<file path="config.mk">
export PLATFORM = sky130hd
export DESIGN_NAME = mul_wb_scheduler
export DESIGN_NICKNAME = d
export VERILOG_FILES = /design/src/rtl/mul_wb_scheduler_pkg.sv /design/src/rtl/mul_slot_pipe.sv /design/src/rtl/mul_wb_scheduler.sv
export SDC_FILE = /design/constraint.sdc
export NUM_CORES = 1
export LEC_CHECK = 0
export BUFFER_PORTS_ARGS = -buffer_cell sky130_fd_sc_hd__buf_2
export CAP_MARGIN = 0
export CORE_ASPECT_RATIO = 2
export CORE_UTILIZATION = 57
export DETAILED_ROUTE_END_ITERATION = 8
export PLACE_DENSITY = 0.9
export SLEW_MARGIN = 10
export SYNTH_ARGS = -nofsm -noshare
export SYNTH_HDL_FRONTEND = slang
export SYNTH_SLANG_ARGS = --single-unit
export TNS_END_PERCENT = 20
</file>
<file path="constraint.sdc">
create_clock -name clk -period 3.5 [get_ports clk]
set_clock_uncertainty 0.15 [all_clocks]
set_input_delay 0.7 -clock clk [delete_from_list [all_inputs] [get_ports clk]]
set_output_delay 0.7 -clock clk [all_outputs]
set_load 0.02 [all_outputs]
</file>
<file path="src/rtl/mul_wb_scheduler_pkg.sv">
// Shared execute-stage types for the multiply/writeback scheduler.
// Slot layout and writeback source encoding.
package mul_wb_scheduler_pkg;

  localparam int MUL_DELAY_CFG = 5;
  localparam int REG_AW = 5;

  typedef struct packed {
    logic              valid;
    logic              we;
    logic [REG_AW-1:0] rd;
  } mul_slot_t;

  typedef enum logic {
    WB_ALU = 1'b0,
    WB_MUL = 1'b1
  } wb_src_e;

  function automatic logic slot_hit(
    input mul_slot_t         s,
    input logic [REG_AW-1:0] a
  );
    return s.valid & s.we & (a != '0) & (s.rd == a);
  endfunction

endpackage

</file>
<file path="src/rtl/mul_slot_pipe.sv">
// Occupancy shift pipe for in-flight multiplies.
// Index 0 is the slot one cycle from writeback.
module mul_slot_pipe
  import mul_wb_scheduler_pkg::*;
#(
  parameter int DEPTH = 4,
  parameter int NCMP  = 3
) (
  input  logic                             clk,
  input  logic                             reset,
  input  logic                             en,
  input  mul_slot_t                        din,
  input  logic [NCMP-1:0][REG_AW-1:0]      cmp_rd,
  output mul_slot_t                        head,
  output logic [NCMP-1:0]                  hit,
  output logic [$clog2(DEPTH+1)-1:0]       count
);

  localparam int CW = $clog2(DEPTH + 1);

  mul_slot_t slot [DEPTH];

  // shift toward writeback; new multiplies enter at the far end
  always_ff @(posedge clk) begin
    if (reset) begin
      for (int i = 0; i < DEPTH; i++) slot[i] <= '0;
    end else if (en) begin
      for (int i = 0; i < DEPTH - 1; i++) slot[i] <= slot[i+1];
      slot[DEPTH-1] <= din;
    end
  end

  // parallel destination compare against every pending slot
  always_comb begin
    hit = '0;
    for (int k = 0; k < NCMP; k++) begin
      for (int i = 0; i < DEPTH; i++) begin
        if (slot_hit(slot[i], cmp_rd[k])) hit[k] = 1'b1;
      end
    end
  end

  // occupancy count of pending multiplies
  always_comb begin
    count = '0;
    for (int i = 0; i < DEPTH; i++) begin
      count = count + CW'(slot[i].valid);
    end
  end

  assign head = slot[0];

endmodule

</file>
<file path="src/rtl/mul_wb_scheduler.sv">
// Issue-side hazard control and writeback arbitration
// between 1-cycle ALU and fixed-latency multiply results.
module mul_wb_scheduler
  import mul_wb_scheduler_pkg::*;
#(
  parameter int MUL_DELAY = MUL_DELAY_CFG
) (
  input  logic                           clk,
  input  logic                           reset,
  input  logic                           hold,
  input  logic                           issue_valid,
  input  logic                           issue_is_mul,
  input  logic                           issue_rd_we,
  input  logic [REG_AW-1:0]              issue_rd,
  input  logic [REG_AW-1:0]              issue_rs1,
  input  logic [REG_AW-1:0]              issue_rs2,
  input  logic                           issue_use_rs1,
  input  logic                           issue_use_rs2,
  output logic                           issue_ready,
  output logic                           stall_ex,
  output logic                           ex_advance,
  output logic                           wb_valid,
  output logic                           wb_sel_mul,
  output logic [REG_AW-1:0]              wb_rd,
  output logic [$clog2(MUL_DELAY+1)-1:0] mul_inflight
);

  localparam int DEPTH = MUL_DELAY - 1;
  localparam int CW    = $clog2(DEPTH + 1);
  localparam int MW    = $clog2(MUL_DELAY + 1);

  mul_slot_t               din;
  mul_slot_t               head;
  logic [2:0][REG_AW-1:0]  cmp_rd;
  logic [2:0]              hit;
  logic [CW-1:0]           count;

  logic    raw, waw, structural, hazard;
  logic    fire, alu_fire;
  wb_src_e wb_src;

  logic              nxt_valid;
  wb_src_e           nxt_src;
  logic [REG_AW-1:0] nxt_rd;

  assign cmp_rd = {issue_rd, issue_rs2, issue_rs1};

  mul_slot_pipe #(
    .DEPTH (DEPTH),
    .NCMP  (3)
  ) u_pipe (
    .clk    (clk),
    .reset  (reset),
    .en     (~hold),
    .din    (din),
    .cmp_rd (cmp_rd),
    .head   (head),
    .hit    (hit),
    .count  (count)
  );

  // hazard detection and issue handshake
  always_comb begin
    raw = (issue_use_rs1 & hit[0]) | (issue_use_rs2 & hit[1]);
    waw = issue_rd_we & hit[2];
    structural = ~issue_is_mul & issue_rd_we & head.valid & head.we;
    hazard = raw | waw | structural;
    issue_ready = ~hold & ~hazard;
    stall_ex = hold | (issue_valid & hazard);
    ex_advance = ~hold;
    fire = issue_valid & issue_ready;
    alu_fire = fire & ~issue_is_mul & issue_rd_we;
    din.valid = fire & issue_is_mul & issue_rd_we;
    din.we = issue_rd_we;
    din.rd = issue_rd;
  end

  // writeback port selection for the next cycle
  always_comb begin
    nxt_valid = 1'b0;
    nxt_src = WB_ALU;
    nxt_rd = '0;
    unique case (1'b1)
      head.valid: begin
        nxt_valid = 1'b1;
        nxt_src = WB_MUL;
        nxt_rd = head.rd;
      end
      alu_fire: begin
        nxt_valid = 1'b1;
        nxt_src = WB_ALU;
        nxt_rd = issue_rd;
      end
      default: ;
    endcase
  end

  // writeback register, frozen while hold is high
  always_ff @(posedge clk) begin
    if (reset) begin
      wb_valid <= 1'b0;
      wb_src <= WB_ALU;
      wb_rd <= '0;
    end else if (!hold) begin
      wb_valid <= nxt_valid;
      wb_src <= nxt_src;
      wb_rd <= nxt_rd;
    end
  end

  // both sources may never claim the port together
  always_ff @(posedge clk) begin
    if (!reset && !hold) begin
      assert (!(head.valid && alu_fire));
    end
  end

  assign wb_sel_mul = (wb_src == WB_MUL);
  assign mul_inflight = MW'(count) + MW'(wb_valid & wb_sel_mul);

endmodule

</file>
# Yosys cells after proc, flatten, opt, wreduce, memory -nomap -nowiden

Memory sizes are Yosys's and may differ from the RTL's.
Index checks and enable logic that the tools add are counted.

Register bits after elaboration: 7
Memories: 1
Input port bits: 23
Word-level logic and storage cells: 101
Bits in writable memories: 28
Output and inout port bits: 13

Memory list:

| memory      | depth | bits a word | rd ports | clocked after memory_dff | wr ports | line                | source |
|---|---|---|---|---|---|---|---|
| u_pipe.slot | 4     | 7           | 4        | 0                        | 4        | mul_slot_pipe.sv:21 | `mul_slot_t slot [DEPTH];` |

Reduce and logical (&&, ||, !) cells: 4
Muxes and demuxes: 24
Bitwise gates (word level): 53
Add/sub/neg operators: 4
Equality and inequality tests: 12

Operator list:

| cell              | number |
|---|---|
| $eq 5x5->1        | 12 |
| $and 1x1->1       | 42 |
| $mux 7            | 4 |
| $mux 1            | 19 |
| $reduce_bool 5->1 | 3 |
| $pmux 5 s2        | 1 |
| $add 3x1->3       | 3 |
| $or 1x1->1        | 8 |
| $not 1->1         | 3 |
| $add 1x1->2       | 1 |
| $reduce_or 2->1   | 1 |

# Longest topological paths before layout

An unclocked memory read counts as a cell.

Depth in word-level cells: 19
Mapped depth: 8
Mapped depth without buffers: 8

# By module

A second synthesis with hierarchy kept.

Cells, all modules: 226
Area total of the unflattened synthesis: 2354.8 µm²

By module, submodules not included:

| module           | cells an instance | area each (µm²) | instances | seq. area each (µm²) |
|---|---|---|---|---|
| mul_slot_pipe    | 184               | 1966.9          | 1         | 840.8 |
| mul_wb_scheduler | 42                | 387.9           | 1         | 140.1 |

# Worst setup path after synthesis

Ideal clock, no wire load.

Path kind: register to output
Start: memory u_pipe.slot[0][6] in the netlist's numbering
End: output port mul_inflight[1]
Cell stages (with the launch flop): 9
Path buffers: 0
Path slack: 0.657 ns
Data arrival time: 1.993 ns
Path through: edfxtp_1 ha_1 inv_1 fa_1 inv_1 ha_1 inv_1 fa_1 inv_1

RTL lines:

| element            | line                   | source |
|---|---|---|
| start: declaration | mul_slot_pipe.sv:21    |  |
| end: declaration   | mul_wb_scheduler.sv:25 | `output logic [$clog2(MUL_DELAY+1)-1:0] mul_inflight` |

==> impl_metrics.ini <==
[placement]
globalplace.congestion = 0.9580
dp_cells = 294
dp_hpwl_mm = 4.017
dp_worst_setup_slack_ns = 0.4999
dpl_cell_area_sq_um = 2480
port-buffer-count = 35

[cells_and_area]
layout.nets = 277
layout.cells.most_common_list = 48 x sky130_fd_sc_hd__xnor2_1, 35 x sky130_fd_sc_hd__buf_2, 28 x sky130_fd_sc_hd__edfxtp_1
antenna_cells = 0
num-fill-cells = 325
final_util_pct = 66.75
final_cells = 302
multi_input_comb_area_sq_um = 1207
areaGrowthSynthToFinish_pct = 11.10
design_area_sq_um = 2592
drive_above_1_share_pct = 19.92
layout_commonest_cell = sky130_fd_sc_hd__xnor2_1
ff_latch_area_sq_um = 980.9

[power_and_ir_drop]
leakage_nw = 0.9503
ir_drop_mv = 0.5675
finalPower_mw = 1.048
powerDensity_nw_per_um2 = 404.3

[timing]
rsz0062_at_grt = no
maxSlewViolCount = 0
whs_ns = 0.3750
report.final.hold_viol_count = 0
totalNegativeSetupSlack_ns = 0
final_worst_path_setup_slack_ns = 0.1990
slew_at_the_pin_closest_to_its_max_slew_limit_ns = 0.5622
final.period_utilization_pct = 94.31
setup_viol_count_final = 0
max_slew_margin_pct = 62.44
final_period_minus_worst_setup_slack_ns = 3.301
max_clock_freq_ghz = 0.3029

[clocking]
clk_pin_slew_ns = 0.08
post_cts_resize_count = 0
post-cts-setup-buffer-count = 0
clock_tree_from_tritoncts = yes
numCtsBuffers = 5
cts.hold.buffers_added = 0
cts.path.max_buffers = 2
cts_num_sinks = 35
cts_root_buf = sky130_fd_sc_hd__clkbuf_8
clk_latency_ns = 0.29
ctsHtreeMaxLevel = 2

[yosys]
synth_top_family_by_area = XOR/XNOR gates
fraction_of_the_yosys_area_taken_by_sequential_cells_pct = 42.04
yosys-mux-area-fraction_pct = 0
netlist_instances = 225
yosysUniqueCellTypes = 33
yosys-top-cells-area = sky130_fd_sc_hd__edfxtp_1 36%, sky130_fd_sc_hd__xnor2_1 18%, sky130_fd_sc_hd__and2_1 7.0%, sky130_fd_sc_hd__dfxtp_1 6.0%, sky130_fd_sc_hd__xor2_1 4.5%
yosys.area_share.adder_pct = 2.788
synth_area_sq_um = 2333
ys_seq_elements = 35
yosys_warnings = 0
syn_nets = 252
synthSimpleGateAreaFrac_pct = 20.38
netlist.top_cell.by_area = sky130_fd_sc_hd__edfxtp_1
synth-xor-area-share_pct = 22.52
post_synth.cell_area_avg_sq_um = 10.37
synth_top_cell_area_share_pct = 36.03
synth-compound-area-share_pct = 6.059

[detailed_routing]
vias_per_cell = 5.801
drt-initial-drc-count = 49
detail_route.wl_per_cell_microns = 17.72
routed-via-count = 1752
totalWireLength_mm = 5.350
detail_route.drc_violations = 0
drtAntennaViolNets = 0
detailed_routing_iteration_count_for_the_pre_antenna_repair_pass = 4

[grt]
antenna_found_initial = 0
grt_start_max_net_pins = 27
globalRoute.totalOverflow = 0
grt_pass1_vias = 1756
gr-usage-all-layers_pct = 28.56
grt_first_pass_wirelength_mm = 8.631

[hold_path]
hold_class = flip-flop to flip-flop

[floorplan]
cell_row_count = 32
die_w_microns = 47.24
die_h_microns = 92.49
core_area_sq_um = 3884
io_pins = 36
die_area_sq_um = 4369
initial_core_util_pct = 60.08

[worst_setup_path]
critical_path_arrival_ns = 2.45
crit_fanout = 3
start_to_end_type_of_the_worst_setup_path = flip-flop to primary output
data_required_time_at_the_worst_endpoint_ns = 2.65
critical_path.startpoint_type = flip-flop
critPathCaptureType = primary output

[outcome]
status = finished clean

[run]
timing.max_cap.violations = 0
-- routing by layer --
layer / vias up / GRT usage, % / wire [microns]
li1: 826 / - / -
met5: - / 0 / 0
met4: 0 / 14.05 / 161
met2: 63 / 46.80 / 2997
met1: 851 / 33.81 / 1964
met3: 12 / 5.068 / 227
-- kinds of logic (layout without fill, tap and decap cells) --
kind of cell,after synthesis,count (layout)
AOI/OAI and AO/OA,19,19
xor gates and xnor gates,60,60
adders and majority gates,4,4
buffers and inverters,28,54
DFF,35,35
and+or+nand+nor,79,79
-- worst paths after layout --
path	from	to	slack [ns]	cells after the start
worst min-delay path	wb_sel_mul	wb_sel_mul	0.37	2
worst min register to register	wb_sel_mul	wb_sel_mul	0.37	2
worst max register to register	u_pipe.slot[0][21]	u_pipe.slot[0][27]	1.34	7
worst max-delay path	u_pipe.slot[0][6]	mul_inflight[1]	0.20	9
-- registers in the layout, indices dropped and copies added (netlist names) --
name / flops
u_pipe.slot: 28
wb_rd: 5
wb_sel_mul: 1
wb_valid: 1
-- cells in the mapped netlist, drive strengths merged --
cell and count:
xnor2 48, edfxtp 28, and2 26, buf 17, nor3 14, nand4 12, xor2 12, inv 8
dfxtp 7, nand2 6, o32ai 6, a22oi 5, nand3b 5, nor2 5, o21ai 4, clkbuf 3
nor4 3, or4 3, a21oi 2, fa 2, ha 2, nand2b 2, and3 1, nor2b 1
nor3b 1, o22a 1, o22ai 1
-- final cells by class --
cell class / instances / area share [%]
Multi-Input combinational cell: 162 / 46.57
Sequential cell: 35 / 37.84
Timing Repair Buffer: 38 / 7.625
Clock buffer: 5 / 2.654
Tap cell: 51 / 2.461
Clock inverter: 3 / 1.689
Inverter: 8 / 1.158
-- worst max-delay path, stage by stage, from the launching register on --
cell,delay (ns)
sky130_fd_sc_hd__edfxtp_1,0.42
sky130_fd_sc_hd__ha_1,0.30
sky130_fd_sc_hd__inv_1,0.05
sky130_fd_sc_hd__fa_1,0.49
sky130_fd_sc_hd__inv_1,0.05
sky130_fd_sc_hd__ha_1,0.18
sky130_fd_sc_hd__inv_1,0.07
sky130_fd_sc_hd__fa_1,0.40
sky130_fd_sc_hd__inv_1,0.06
sky130_fd_sc_hd__buf_2,0.15
-- report_power, final --
| group | internal [mW] | switching [mW] | total [mW] |
|---|---|---|---|
| sequential | 0.476 | 0.0347 | 0.511 |
| clock | 0.212 | 0.149 | 0.361 |
| combinational | 0.0820 | 0.0946 | 0.177 |
Note: power is estimated with default switching activity, not from simulation.
